$ cat src/rtl/bin_scatter_ctrl.sv
// Load controller for a scatter datapath: accepts up to NUM words and writes them
// to slots 0..len-1 in order, with a registered one-hot strobe and a broadcast data bus.
module bin_scatter_ctrl #(
  parameter int NUM   = 8,
  parameter int WIDTH = 5,
  parameter int LEN_W = 4
) (
  input  logic             clk,
  input  logic             rst,
  input  logic             start_i,
  input  logic [LEN_W-1:0] len_i,
  input  logic             abort_i,
  input  logic             data_valid_i,
  input  logic [WIDTH-1:0] data_i,
  output logic             data_ready_o,
  output logic [NUM-1:0]   wr_o,
  output logic [WIDTH-1:0] data_o,
  output logic             busy_o,
  output logic             done_o,
  output logic [LEN_W-1:0] cnt_o,
  output logic             err_o
);

  typedef enum logic [1:0] {IDLE, LOAD, DONE} state_t;

  localparam logic [LEN_W-1:0] NUM_L    = LEN_W'(NUM);
  localparam logic [NUM-1:0]   SLOT0_OH = NUM'(1);

  state_t           state, state_nxt;
  logic [LEN_W-1:0] len_q;
  logic [LEN_W-1:0] idx_q;
  logic [LEN_W-1:0] cnt_q;
  logic             err_q;
  logic             vld_p0;
  logic             last_p0;
  logic [NUM-1:0]   wr_p1;
  logic [WIDTH-1:0] data_p1;

  // Requested lengths beyond the slot count are clamped to NUM.
  function automatic logic [LEN_W-1:0] sat_len(input logic [LEN_W-1:0] req);
    return (req > NUM_L) ? NUM_L : req;
  endfunction

  assign data_ready_o = (state == LOAD) && !abort_i;
  assign vld_p0       = data_valid_i && data_ready_o;
  assign last_p0      = (idx_q == len_q - LEN_W'(1));
  assign busy_o       = (state == LOAD);
  assign done_o       = (state == DONE);
  assign cnt_o        = cnt_q;
  assign err_o        = err_q;
  assign wr_o         = wr_p1;
  assign data_o       = data_p1;

  always_ff @(posedge clk) begin
    if (rst) state <= IDLE;
    else     state <= state_nxt;
  end

  always_comb begin
    state_nxt = state;
    case (state)
      IDLE: if (start_i) state_nxt = (len_i == '0) ? DONE : LOAD;
      LOAD: begin
        if (abort_i)                state_nxt = IDLE;
        else if (vld_p0 && last_p0) state_nxt = DONE;
      end
      DONE:    state_nxt = IDLE;
      default: state_nxt = IDLE;
    endcase
  end

  always_ff @(posedge clk) begin
    if (rst) begin
      len_q <= '0;
      idx_q <= '0;
      cnt_q <= '0;
      err_q <= 1'b0;
    end else if (state == IDLE && start_i) begin
      len_q <= sat_len(len_i);
      idx_q <= '0;
      cnt_q <= '0;
      err_q <= (len_i > NUM_L);
    end else if (vld_p0) begin
      idx_q <= idx_q + LEN_W'(1);
      cnt_q <= cnt_q + LEN_W'(1);
    end
  end

  // Stage p0 -> p1: accepted word and its slot strobe become visible one cycle later.
  always_ff @(posedge clk) begin
    if (rst) begin
      wr_p1   <= '0;
      data_p1 <= '0;
    end else begin
      wr_p1 <= vld_p0 ? (SLOT0_OH << idx_q) : '0;
      if (vld_p0) data_p1 <= data_i;
    end
  end

endmodule

$ cat config.mk
export PLATFORM = sky130hd
export DESIGN_NAME = bin_scatter_ctrl
export DESIGN_NICKNAME = d
export VERILOG_FILES = /design/src/rtl/bin_scatter_ctrl.sv
export SDC_FILE = /design/constraint.sdc
export NUM_CORES = 1
export LEC_CHECK = 0
export BUFFER_PORTS_ARGS = -buffer_cell sky130_fd_sc_hd__buf_2
export CAP_MARGIN = 20
export CORE_MARGIN = 2
export CORE_UTILIZATION = 45
export CTS_BUF_LIST = sky130_fd_sc_hd__clkbuf_16
export CTS_CLUSTER_DIAMETER = 50
export DETAILED_ROUTE_END_ITERATION = 6
export GPL_TIMING_DRIVEN = 0
export PLACE_DENSITY = 0.72
export RECOVER_POWER = 50
export SETUP_SLACK_MARGIN = 0.4
export SLEW_MARGIN = 20
export SYNTH_ARGS = -nofsm -noshare
export SYNTH_HDL_FRONTEND = slang
export SYNTH_SLANG_ARGS = --single-unit
$ cat constraint.sdc
create_clock -name clk -period 1.28 [get_ports clk]
set_input_delay 0.256 -clock clk [delete_from_list [all_inputs] [get_ports clk]]
set_output_delay 0.256 -clock clk [all_outputs]
set_load 0.05 [all_outputs]
Word-level counts from Yosys, hierarchy flattened
Index checks and enable logic that the tools add are counted.

Output and inout bits: 21. Register bits: 28.

Reductions and logical operators: 10. Shifts and indexed selects: 1. Equality and inequality tests: 5. Add/subtract/negate cells: 3. Magnitude comparators: 1. Mux-type cells: 6. Bitwise logic cells: 1.

Operators with widths (count): $add A4 B1 Y4 const B (2); $mux W2 (4); $shl A1 B4 Y8 const A (1); $eq A4 B4 Y1 (1); $gt A4 B4 Y1 const B (1); $logic_and A1 B1 Y1 (4); $logic_not A4 Y1 (1); $mux W4 (1); $pmux W2 S2 (1); $reduce_or A2 Y1 (2); $sub A4 B1 Y4 const B (1); $ne A3 B2 Y1 const B (1); $eq A2 B1 Y1 const B (1); $eq A2 B2 Y1 const B (1); $logic_not A2 Y1 (1); $ne A2 B2 Y1 const B (1); $reduce_and A2 Y1 (1); $logic_not A1 Y1 (1); $not A1 Y1 (1).

Longest topological paths before layout
Gate-level depths: netlist of run 1.

Word-level depth: 7. Gate-level depth with buffers: 5.

Least setup slack after synthesis of run 1
OpenSTA, ideal clock, no wires.

Path kind: register to register. Start point: register state[0]. End point: register state[0]. Setup slack: -0.811 ns. Period minus slack after synthesis: 2.091 ns. Cell stages (with the launch flop): 4. Required time: 1.188 ns. Library setup time: 0.092 ns. Data arrival time: 1.999 ns. Path buffers: 0. Cell sequence: dfxtp_1 nor3b_1 a21oi_1 a311oi_1.

Word-level cells in the longest chain between the ends: 6.

Ends and longest elaborated chain: start, declared (RTL line 29) `state_t state, state_nxt;`; start signal, assigned (RTL line 56) `else state <= state_nxt;`; $eq A2 B1 Y1 (RTL line 44) `assign data_ready_o = (state == LOAD) && !abort_i;`; $logic_and A1 B1 Y1 (RTL line 44); net data_ready_o (RTL line 15) `output logic data_ready_o,`; $logic_and A1 B1 Y1 (RTL line 45) `assign vld_p0 = data_valid_i && data_ready_o;`; $logic_and A1 B1 Y1 (RTL line 65) `else if (vld_p0 && last_p0) state_nxt = DONE;`; $ne A3 B2 Y1 (no source line); $reduce_and A2 Y1 (no source line).

The timed path passes the listed nets, and every way through them passes these cells. A chain may end at the register's enable or synchronous reset.

Worst setup path after layout of run 1
Start point: register state[0]. End point: output port data_ready_o.

Word-level cells in the longest chain between the ends: 2.

Ends and longest elaborated chain (RTL line): $eq A2 B1 Y1 (44); $logic_and A1 B1 Y1 (44); end, declared (15).

Every way passes these cells.

==> run summary, run 1 <==
The post-synthesis sequential area ratio is 47.4%. The area of the multi-input gates came out at 751 µm². The type of element launching the critical path is a flop.

The number of nets in the synthesized netlist is 155. The final reports fail on negative setup slack. The launch point of the worst hold path is rst. The number of DRC violations after detailed routing came out at 0. The unique cell type count in the Yosys netlist is 27.

In the finished design, the share of the clock period the worst path needs comes to 104%. The via total after detailed routing came out at 1131. Once detail routing completed, the nets flagged for antenna violations numbered 0. The endpoint arrival time on the critical path is 1.08 ns. For this run the aggregate overflow at the end of global routing stands at 0. The area of the die is 3060 µm². Summing all flip-flop and latch instances after layout gives 607 µm². The die is 55.3 µm tall. The initial antenna violation count came to 0.

The biggest area contributor in the post-synthesis netlist is sky130_fd_sc_hd__dfxtp_1. For this run, the post-layout net count is 201. The count of flip-flops with a built-in enable after synthesis is 0.

The worst register-to-register path begins at state[0]$_SDFFE_PP0P_. The register bit count reported by yosys is 28. At the pin with the least slew margin, the transition time is 0.537 ns. For this run, the leading register cell type out of synthesis is sky130_fd_sc_hd__dfxtp_1. The run finished, with violations left. The total global routing track utilization is 21.0%.

The starting density of the core came out at 47.8%. The number of warnings reported in the yosys synthesis log came out at 0. In this run the number of H-tree levels came out at 1.

The worst setup skew after layout is 0.00338 ns. The register-to-register setup slack came out at 0 ns. The detailed-route wire length per cell came out at 15.1 µm. The path depth of the worst reg2reg path came out at 4.

The total power density per cell area came out at 1010 nW/µm². The highest achievable clock rate came out at 751 MHz. In this run the critical register-to-register path is captured at idx_q[2]$_SDFFE_PP0P_. The kind of critical path is reg -> out. The clock transition at the registers of the reported paths came out at 0.07 ns. The placed wire-length estimate came out at 1.93 mm.

The floorplan step defined a core boundary enclosing 2480 µm². The mean cell area of the mapped netlist came out at 8.77 µm². The final hold violation count came out at 0. The final number of setup-violating endpoints came out at 1. The count of boundary I/O pins is 35. The area growth from synthesis to final layout is 55.0%. The clock net sink count came out at 28. The count of buffers added on input and output ports is 34.

Across the VDD grid, the largest voltage drop is 0.00116 V. After synthesis, the largest area contributor takes up 47.4% of total cell area. Setup repair after global routing could not meet its margin everywhere.

The filler cell count came out at 171. The count of inserted antenna diode cells came out at 0. In this run the cell area of the synthesized design comes to 1180 µm².

The cts-stage hold buffer count came out at 0. The cell row count is 18. The total wire length after detailed routing is 3.17 mm.

The worst setup path is captured at an output port. The via count of the first global-routing pass came out at 1112. The synthesized instance count came out at 135. The type of the worst min-delay path is in -> reg. The fraction of registers with async set or reset after synthesis came out at 0%. The post-route core utilization came out at 74.0%. The maximum fanout encountered on the critical timing path is 7. The number of pins exceeding their max-slew limit in the final report came out at 0. The via count normalized by instance count came out at 5.39. The wire length of the first global-routing pass is 5.15 mm. Clock tree synthesis selected as its root buffer the cell sky130_fd_sc_hd__clkbuf_16. The clock reaches the later pin of the worst-skew pair after 0.26 ns. The max capacitance violation total is 0. The maximum clock path buffer count came out at 2.

The final setup slack of the worst path came out at -0.0517 ns. Setup total negative slack on the finished layout was measured at -0.0517 ns. In the post-synthesis netlist, the biggest area contributors are sky130_fd_sc_hd__dfxtp_1 47%, sky130_fd_sc_hd__nand2_1 8.9%, sky130_fd_sc_hd__a21oi_1 7.6%, sky130_fd_sc_hd__ha_1 6.3%, sky130_fd_sc_hd__nor2_1 2.9%. The final RePlAce weighted congestion is 0.788. The time the final worst path needs with I/O delays and setup came out at 1.33 ns. The commonest cells after synthesis are 28 x sky130_fd_sc_hd__dfxtp_1, 28 x sky130_fd_sc_hd__nand2_1, 18 x sky130_fd_sc_hd__a21oi_1, 9 x sky130_fd_sc_hd__nor2_1, 7 x sky130_fd_sc_hd__inv_1.

The standby leakage power is 0.725 nW. The worst-case headroom to the max-slew limit is 64.2%. The TritonCTS buffer count is 3. TritonCTS built the clock tree. The hold-critical path depth is 2.

The worst hold path endpoint is state[0]$_SDFFE_PP0P_. The proportion of layout cells with a drive suffix above 1 is 61.1%. Measured along the x axis, the die boundary spans 55.3 µm.

The pin count of the biggest net entering global routing is 16. The count of TritonRoute iterations in the first routing pass is 4. The starting DRC count in detailed routing is 32. For the worst setup path, the data required time is 1.02 ns.
[power by group]
part	switching, mW	internal (mW)
registers	0.0157	0.878
logic	0.145	0.105
clock network	0.287	0.418
total	0.447	1.40
[placed cells by master (no fill, tap or decap), types with 2 or more instances in the layout]
| master | count |
|---|---|
| sky130_fd_sc_hd__dfxtp_2 | 19 |
| sky130_fd_sc_hd__nand2_1 | 18 |
| sky130_fd_sc_hd__clkbuf_2 | 14 |
| sky130_fd_sc_hd__buf_2 | 13 |
| sky130_fd_sc_hd__a21oi_2 | 10 |
| sky130_fd_sc_hd__nand2_2 | 9 |
| sky130_fd_sc_hd__a21oi_1 | 8 |
| sky130_fd_sc_hd__buf_4 | 7 |
| sky130_fd_sc_hd__nor2_1 | 7 |
| sky130_fd_sc_hd__dfxtp_4 | 6 |
| sky130_fd_sc_hd__inv_1 | 5 |
| sky130_fd_sc_hd__buf_8 | 5 |
| sky130_fd_sc_hd__or3_4 | 4 |
| sky130_fd_sc_hd__nand3b_1 | 4 |
| sky130_fd_sc_hd__ha_1 | 4 |
| sky130_fd_sc_hd__xor2_1 | 3 |
| sky130_fd_sc_hd__clkbuf_16 | 3 |
| sky130_fd_sc_hd__dfxtp_1 | 3 |
| sky130_fd_sc_hd__buf_6 | 3 |
| sky130_fd_sc_hd__inv_2 | 2 |
| sky130_fd_sc_hd__nor2b_2 | 2 |
| sky130_fd_sc_hd__nor2_2 | 2 |
| sky130_fd_sc_hd__xnor2_1 | 2 |
| sky130_fd_sc_hd__nand3_1 | 2 |
| sky130_fd_sc_hd__o21ai_0 | 2 |
| sky130_fd_sc_hd__o21ai_1 | 2 |
| sky130_fd_sc_hd__ha_4 | 2 |
[timing repair]
action / 4_1_cts / 5_1_grt
pin swaps: 12 / 1
setup buffers: 4 / 3
resized for setup: 111 / 7
endpoints found under the setup margin: 49 / 49
[logic make-up after synthesis]
family                     synth area share, %
adders and majority gates                 6.34
buffers and inverters                     3.59
xor gates and xnor gates                  5.60
DFF                                       47.4
AOI/OAI and AO/OA                         11.6
and+or+nand+nor                           25.5
[critical path, stage by stage, from the launching register on]
cell	delay, ns
sky130_fd_sc_hd__dfxtp_4	0.38
sky130_fd_sc_hd__nor3b_4	0.25
sky130_fd_sc_hd__buf_6	0.19
[registers in the layout, indices dropped and copies added (netlist names)]
signal,count
len_q,4
data_o,5
state,2
err_o,1
idx_q,4
wr_o,8
cnt_o,4
[layer usage]
layer	track usage, %	share of wire [%]	vias to the layer above
li1	-	-	550
met1	26.1	41	539
met2	37.1	53	34
met3	3.51	3.7	8
met4	6.27	1.7	0
met5	0	0	-
[area by class of cell]
cell class	count	share of cell area, %
multi-input combinational	96	40.9
sequential	28	33.1
timing repair buffer	41	16.0
clock buffer	3	4.09
buffer	4	2.18
tap	30	2.05
inverter	7	1.43
clock inverter	1	0.205
[how the worst max path moves through the flow]
stage               depth (start not counted)  slack [ns]                   from                    end
floorplan                                   3        0.04  state[0]$_SDFFE_PP0P_  state[0]$_SDFFE_PP0P_
global placement                            4       -0.05                abort_i     wr_o[3]$_SDFF_PP0_
detailed placement                          4       -0.11                abort_i     wr_o[2]$_SDFF_PP0_
CTS                                         2       -0.04  state[0]$_SDFFE_PP0P_           data_ready_o
global route                                2       -0.09  state[0]$_SDFFE_PP0P_           data_ready_o
finish                                      2       -0.05  state[0]$_SDFFE_PP0P_           data_ready_o
[per-stage QoR]
step	worst slack (ns)	std cells	instance area, µm²	hold slack [ns]	power [mW]
2_1_floorplan	0.0378	135	1250	0.324	1.04
3_3_place_gp	-0.0546	199	1460	0.437	1.09
3_5_place_dp	-0.113	199	1460	0.449	1.10
4_1_cts	-0.0410	207	1920	0.203	1.85
5_1_grt	-0.0916	210	1830	0.205	1.92
6_report	-0.0517	210	1830	0.201	1.85
(Power assumes the default switching activity.)
==> run 2: changes to the inputs <==
--- a/config.mk
+++ b/config.mk
@@ -9,7 +9,6 @@
 export CAP_MARGIN = 20
 export CORE_MARGIN = 2
 export CORE_UTILIZATION = 45
-export CTS_BUF_LIST = sky130_fd_sc_hd__clkbuf_16
 export CTS_CLUSTER_DIAMETER = 50
 export DETAILED_ROUTE_END_ITERATION = 6
 export GPL_TIMING_DRIVEN = 0
==> run summary, run 2 (synthesis gave the netlist of run 1 again) <==
Violations in the final reports: negative setup slack (unchanged). The clock transition at the registers of the reported paths came to 0.15 ns (was 0.07 ns). The startpoint of the worst setup timing path was state[1]$_SDFFE_PP0P_ (was state[0]$_SDFFE_PP0P_). The number of pins exceeding their max-slew limit in the final report is 0 (unchanged). Leading cell types in the layout, fill and taps excluded: 23 x sky130_fd_sc_hd__nand2_1, 19 x sky130_fd_sc_hd__buf_8, 15 x sky130_fd_sc_hd__a21oi_1, 15 x sky130_fd_sc_hd__dfxtp_1, 13 x sky130_fd_sc_hd__buf_2 (was 19 x sky130_fd_sc_hd__dfxtp_2, 18 x sky130_fd_sc_hd__nand2_1, 14 x sky130_fd_sc_hd__clkbuf_2). The TritonCTS buffer count came out at 3 (unchanged). The total global routing track utilization came out at 20.6% (was 21.0%). The hold-critical path depth is 2 (unchanged). The final hold violation count came out at 0 (unchanged). The pin count of the biggest net entering global routing came out at 16 (unchanged). The core area is 2480 µm² (unchanged).

The path depth of the worst reg2reg path came to 5 (was 4). The count of H-tree levels built during CTS is 1 (unchanged). The type of element launching the critical path is a flop (unchanged).

The area of the die is 3060 µm² (unchanged). The total power density per cell area came to 845 nW/µm² (was 1010 nW/µm²). The register-to-register setup slack came out at -0.06 ns (was 0 ns). The post-route total power is 1.60 mW (was 1.85 mW). The count of inserted antenna diode cells came to 0 (unchanged). The type of the worst min-delay path is in -> reg (unchanged). The area growth from synthesis to final layout came out at 59.9% (was 55.0%). The number of buffers and inverters on the critical path is 1 (unchanged).

The worst supply voltage drop on vdd came out at 0.000684 V (was 0.00116 V). The non-filler instance count after layout came out at 214 (was 210). The initial antenna violation count is 0 (unchanged). The post-route core utilization is 76.4% (was 74.0%).

The launch point of the worst hold path is rst (unchanged). Outcome: finished with violations (unchanged). The detailed-route wire length per cell is 13.6 µm (was 15.1 µm).

The total negative setup slack was -0.723 ns (was -0.0517 ns). The kind of capture point of the worst setup path is an output port (unchanged). The aggregate global routing overflow came out at 0 (unchanged).

The worst setup skew after layout is 0.00435 ns (was 0.00338 ns). The highest achievable clock rate was 702 MHz (was 751 MHz). The cell row count is 18 (unchanged). The cell family contributing the most delay on the critical path is flip-flops (unchanged).

The root buffer cell is sky130_fd_sc_hd__clkbuf_4 (was sky130_fd_sc_hd__clkbuf_16). The worst hold path endpoint is state[0]$_SDFFE_PP0P_ (unchanged). The total wire length after detailed routing came out at 2.92 mm (was 3.17 mm). The post-route clock period utilization came out at 111% (was 104%).

The via count of the first global-routing pass was 1081 (was 1112). The number of input and output port buffers inserted is 34 (unchanged). The via count normalized by instance count was 5.18 (was 5.39). The max capacitance violation total came out at 0 (unchanged). The count of TritonRoute iterations in the first routing pass is 4 (unchanged). The slew of the pin with the lowest slew margin was 0.405 ns (was 0.537 ns). The endpoint arrival time on the critical path came to 1.17 ns (was 1.08 ns). The via total after detailed routing is 1109 (was 1131). Critical path cell sequence: nor3b_4, buf_6 (unchanged).

The maximum clock path buffer count is 2 (unchanged). The worst-case headroom to the max-slew limit is 73.0% (was 64.2%). The count of boundary I/O pins is 35 (unchanged). The kind of critical path is reg -> out (unchanged). The most common cell after layout, fill and taps aside is sky130_fd_sc_hd__nand2_1 (was sky130_fd_sc_hd__dfxtp_2). The delay of the slowest critical-path stage came out at 0.41 ns (was 0.38 ns). The die extent in x is 55.3 µm (unchanged). The time the final worst path needs with I/O delays and setup came to 1.42 ns (was 1.33 ns). The data required time at the worst endpoint is 1.02 ns (about the same). The standby leakage power was 0.748 nW (was 0.725 nW). The number of flip-flops under the largest register name is 8 (unchanged). The launching point of the worst reg2reg path was state[0]$_SDFFE_PP0P_ (unchanged). The net total in the final layout came out at 205 (was 201). The vertical die dimension is 55.3 µm (unchanged).

The post-placement cell area is 1460 µm² (unchanged). The standard cell with the maximum stage delay on the critical path is sky130_fd_sc_hd__dfxtp_4 (unchanged). The maximum fanout encountered on the critical timing path was 7 (unchanged). The clock net sink count came out at 28 (unchanged). Unrepaired setup endpoints after global routing: true (unchanged). The number of DRC violations after detailed routing is 0 (unchanged). The starting DRC count in detailed routing was 17 (was 32). The number of placed cells counting well taps came out at 199 (unchanged). The final RePlAce weighted congestion is 0.788 (unchanged). The CTS tree was done (unchanged). The wire length of the first global-routing pass came out at 5.04 mm (was 5.15 mm).

The clock insertion delay at the later pin of the skew report is 0.34 ns (was 0.26 ns). The endpoint of the worst register-to-register path is cnt_o[2]$_SDFFE_PP0P_ (was idx_q[2]$_SDFFE_PP0P_). The placed wire-length estimate is 1.93 mm (unchanged). The cell area after layout is 1890 µm² (was 1830 µm²). The proportion of layout cells with a drive suffix above 1 is 47.8% (was 61.1%). The antenna violation net count after detailed routing was 0 (unchanged).

The starting density of the core is 47.8% (unchanged). The final setup slack of the worst path came to -0.144 ns (was -0.0517 ns). The filler cell count was 182 (was 171). The final number of setup-violating endpoints is 18 (was 1).
==> run 2: cell types whose count changed in the layout (fill, tap and decap cells not counted), moves of 4 or more <==
cell | before | now
sky130_fd_sc_hd__nand2_2 | 9 | 4
sky130_fd_sc_hd__dfxtp_2 | 19 | 8
sky130_fd_sc_hd__buf_8 | 5 | 19
sky130_fd_sc_hd__clkbuf_4 | 0 | 4
sky130_fd_sc_hd__a21oi_1 | 8 | 15
sky130_fd_sc_hd__a21oi_2 | 10 | 3
sky130_fd_sc_hd__clkbuf_2 | 14 | 0
sky130_fd_sc_hd__nand2_1 | 18 | 23
sky130_fd_sc_hd__dfxtp_1 | 3 | 15
==> run 2: worst reg2reg max path: stages (launching register included) <==
cell and delay, ns:
sky130_fd_sc_hd__dfxtp_4 0.39, sky130_fd_sc_hd__buf_4 0.13, sky130_fd_sc_hd__or3b_1 0.39, sky130_fd_sc_hd__buf_8 0.17
sky130_fd_sc_hd__nand2_8 0.10, sky130_fd_sc_hd__a21oi_1 0.06
==> run 2: per-stage QoR <==
step | setup slack (ns) | hold slack, ns
detailed placement | -0.113 | 0.449
finish | -0.144 | 0.117
global route | -0.183 | 0.114
global placement | -0.0546 | 0.437
floorplan | 0.0378 | 0.324
CTS | -0.136 | 0.104
==> run 2: how the worst max path moves through the flow <==
stage / slack (ns) / to / cells past startpoint
2_1_floorplan: 0.04 / state[0]$_SDFFE_PP0P_ / 3
3_3_place_gp: -0.05 / wr_o[3]$_SDFF_PP0_ / 4
3_5_place_dp: -0.11 / wr_o[2]$_SDFF_PP0_ / 4
4_1_cts: -0.14 / data_ready_o / 2
5_1_grt: -0.18 / data_ready_o / 2
6_report: -0.14 / data_ready_o / 2
==> run 2: timing repair <==
item	CTS	global route
endpoints found under the setup margin	49	49
hold buffers	0	0
buffers inserted	8	3
pin swaps	11	1
resized for setup	95	5
==> run 2: layout make-up <==
type                            instances  area (µm²)  share of cell area, %
Sequential cell                        28         589                   31.1
Timing Repair Buffer                   45         468                   24.7
Multi-Input combinational cell         96         702                   37.1
Tap cell                               30        37.5                   1.98
Clock buffer                            4        36.3                   1.92
Buffer                                  4        33.8                   1.78
Inverter                                7        26.3                   1.39
==> run 2: metal layers <==
layer | part of all wire, % | track usage, % | wire length [µm]
met1 | 43 | 25.2 | 1250
met2 | 52 | 37.2 | 1520
met3 | 3.4 | 3.04 | 100
met4 | 1.3 | 5.57 | 38
met5 | 0 | 0 | 0
==> run 2: power breakdown <==
| part | switching, mW | total [mW] | leakage (nW) | internal, mW |
|---|---|---|---|---|
| logic | 0.139 | 0.258 | 0.493 | 0.120 |
| clock network | 0.269 | 0.444 | 0.0210 | 0.175 |
| registers | 0.0165 | 0.897 | 0.234 | 0.881 |
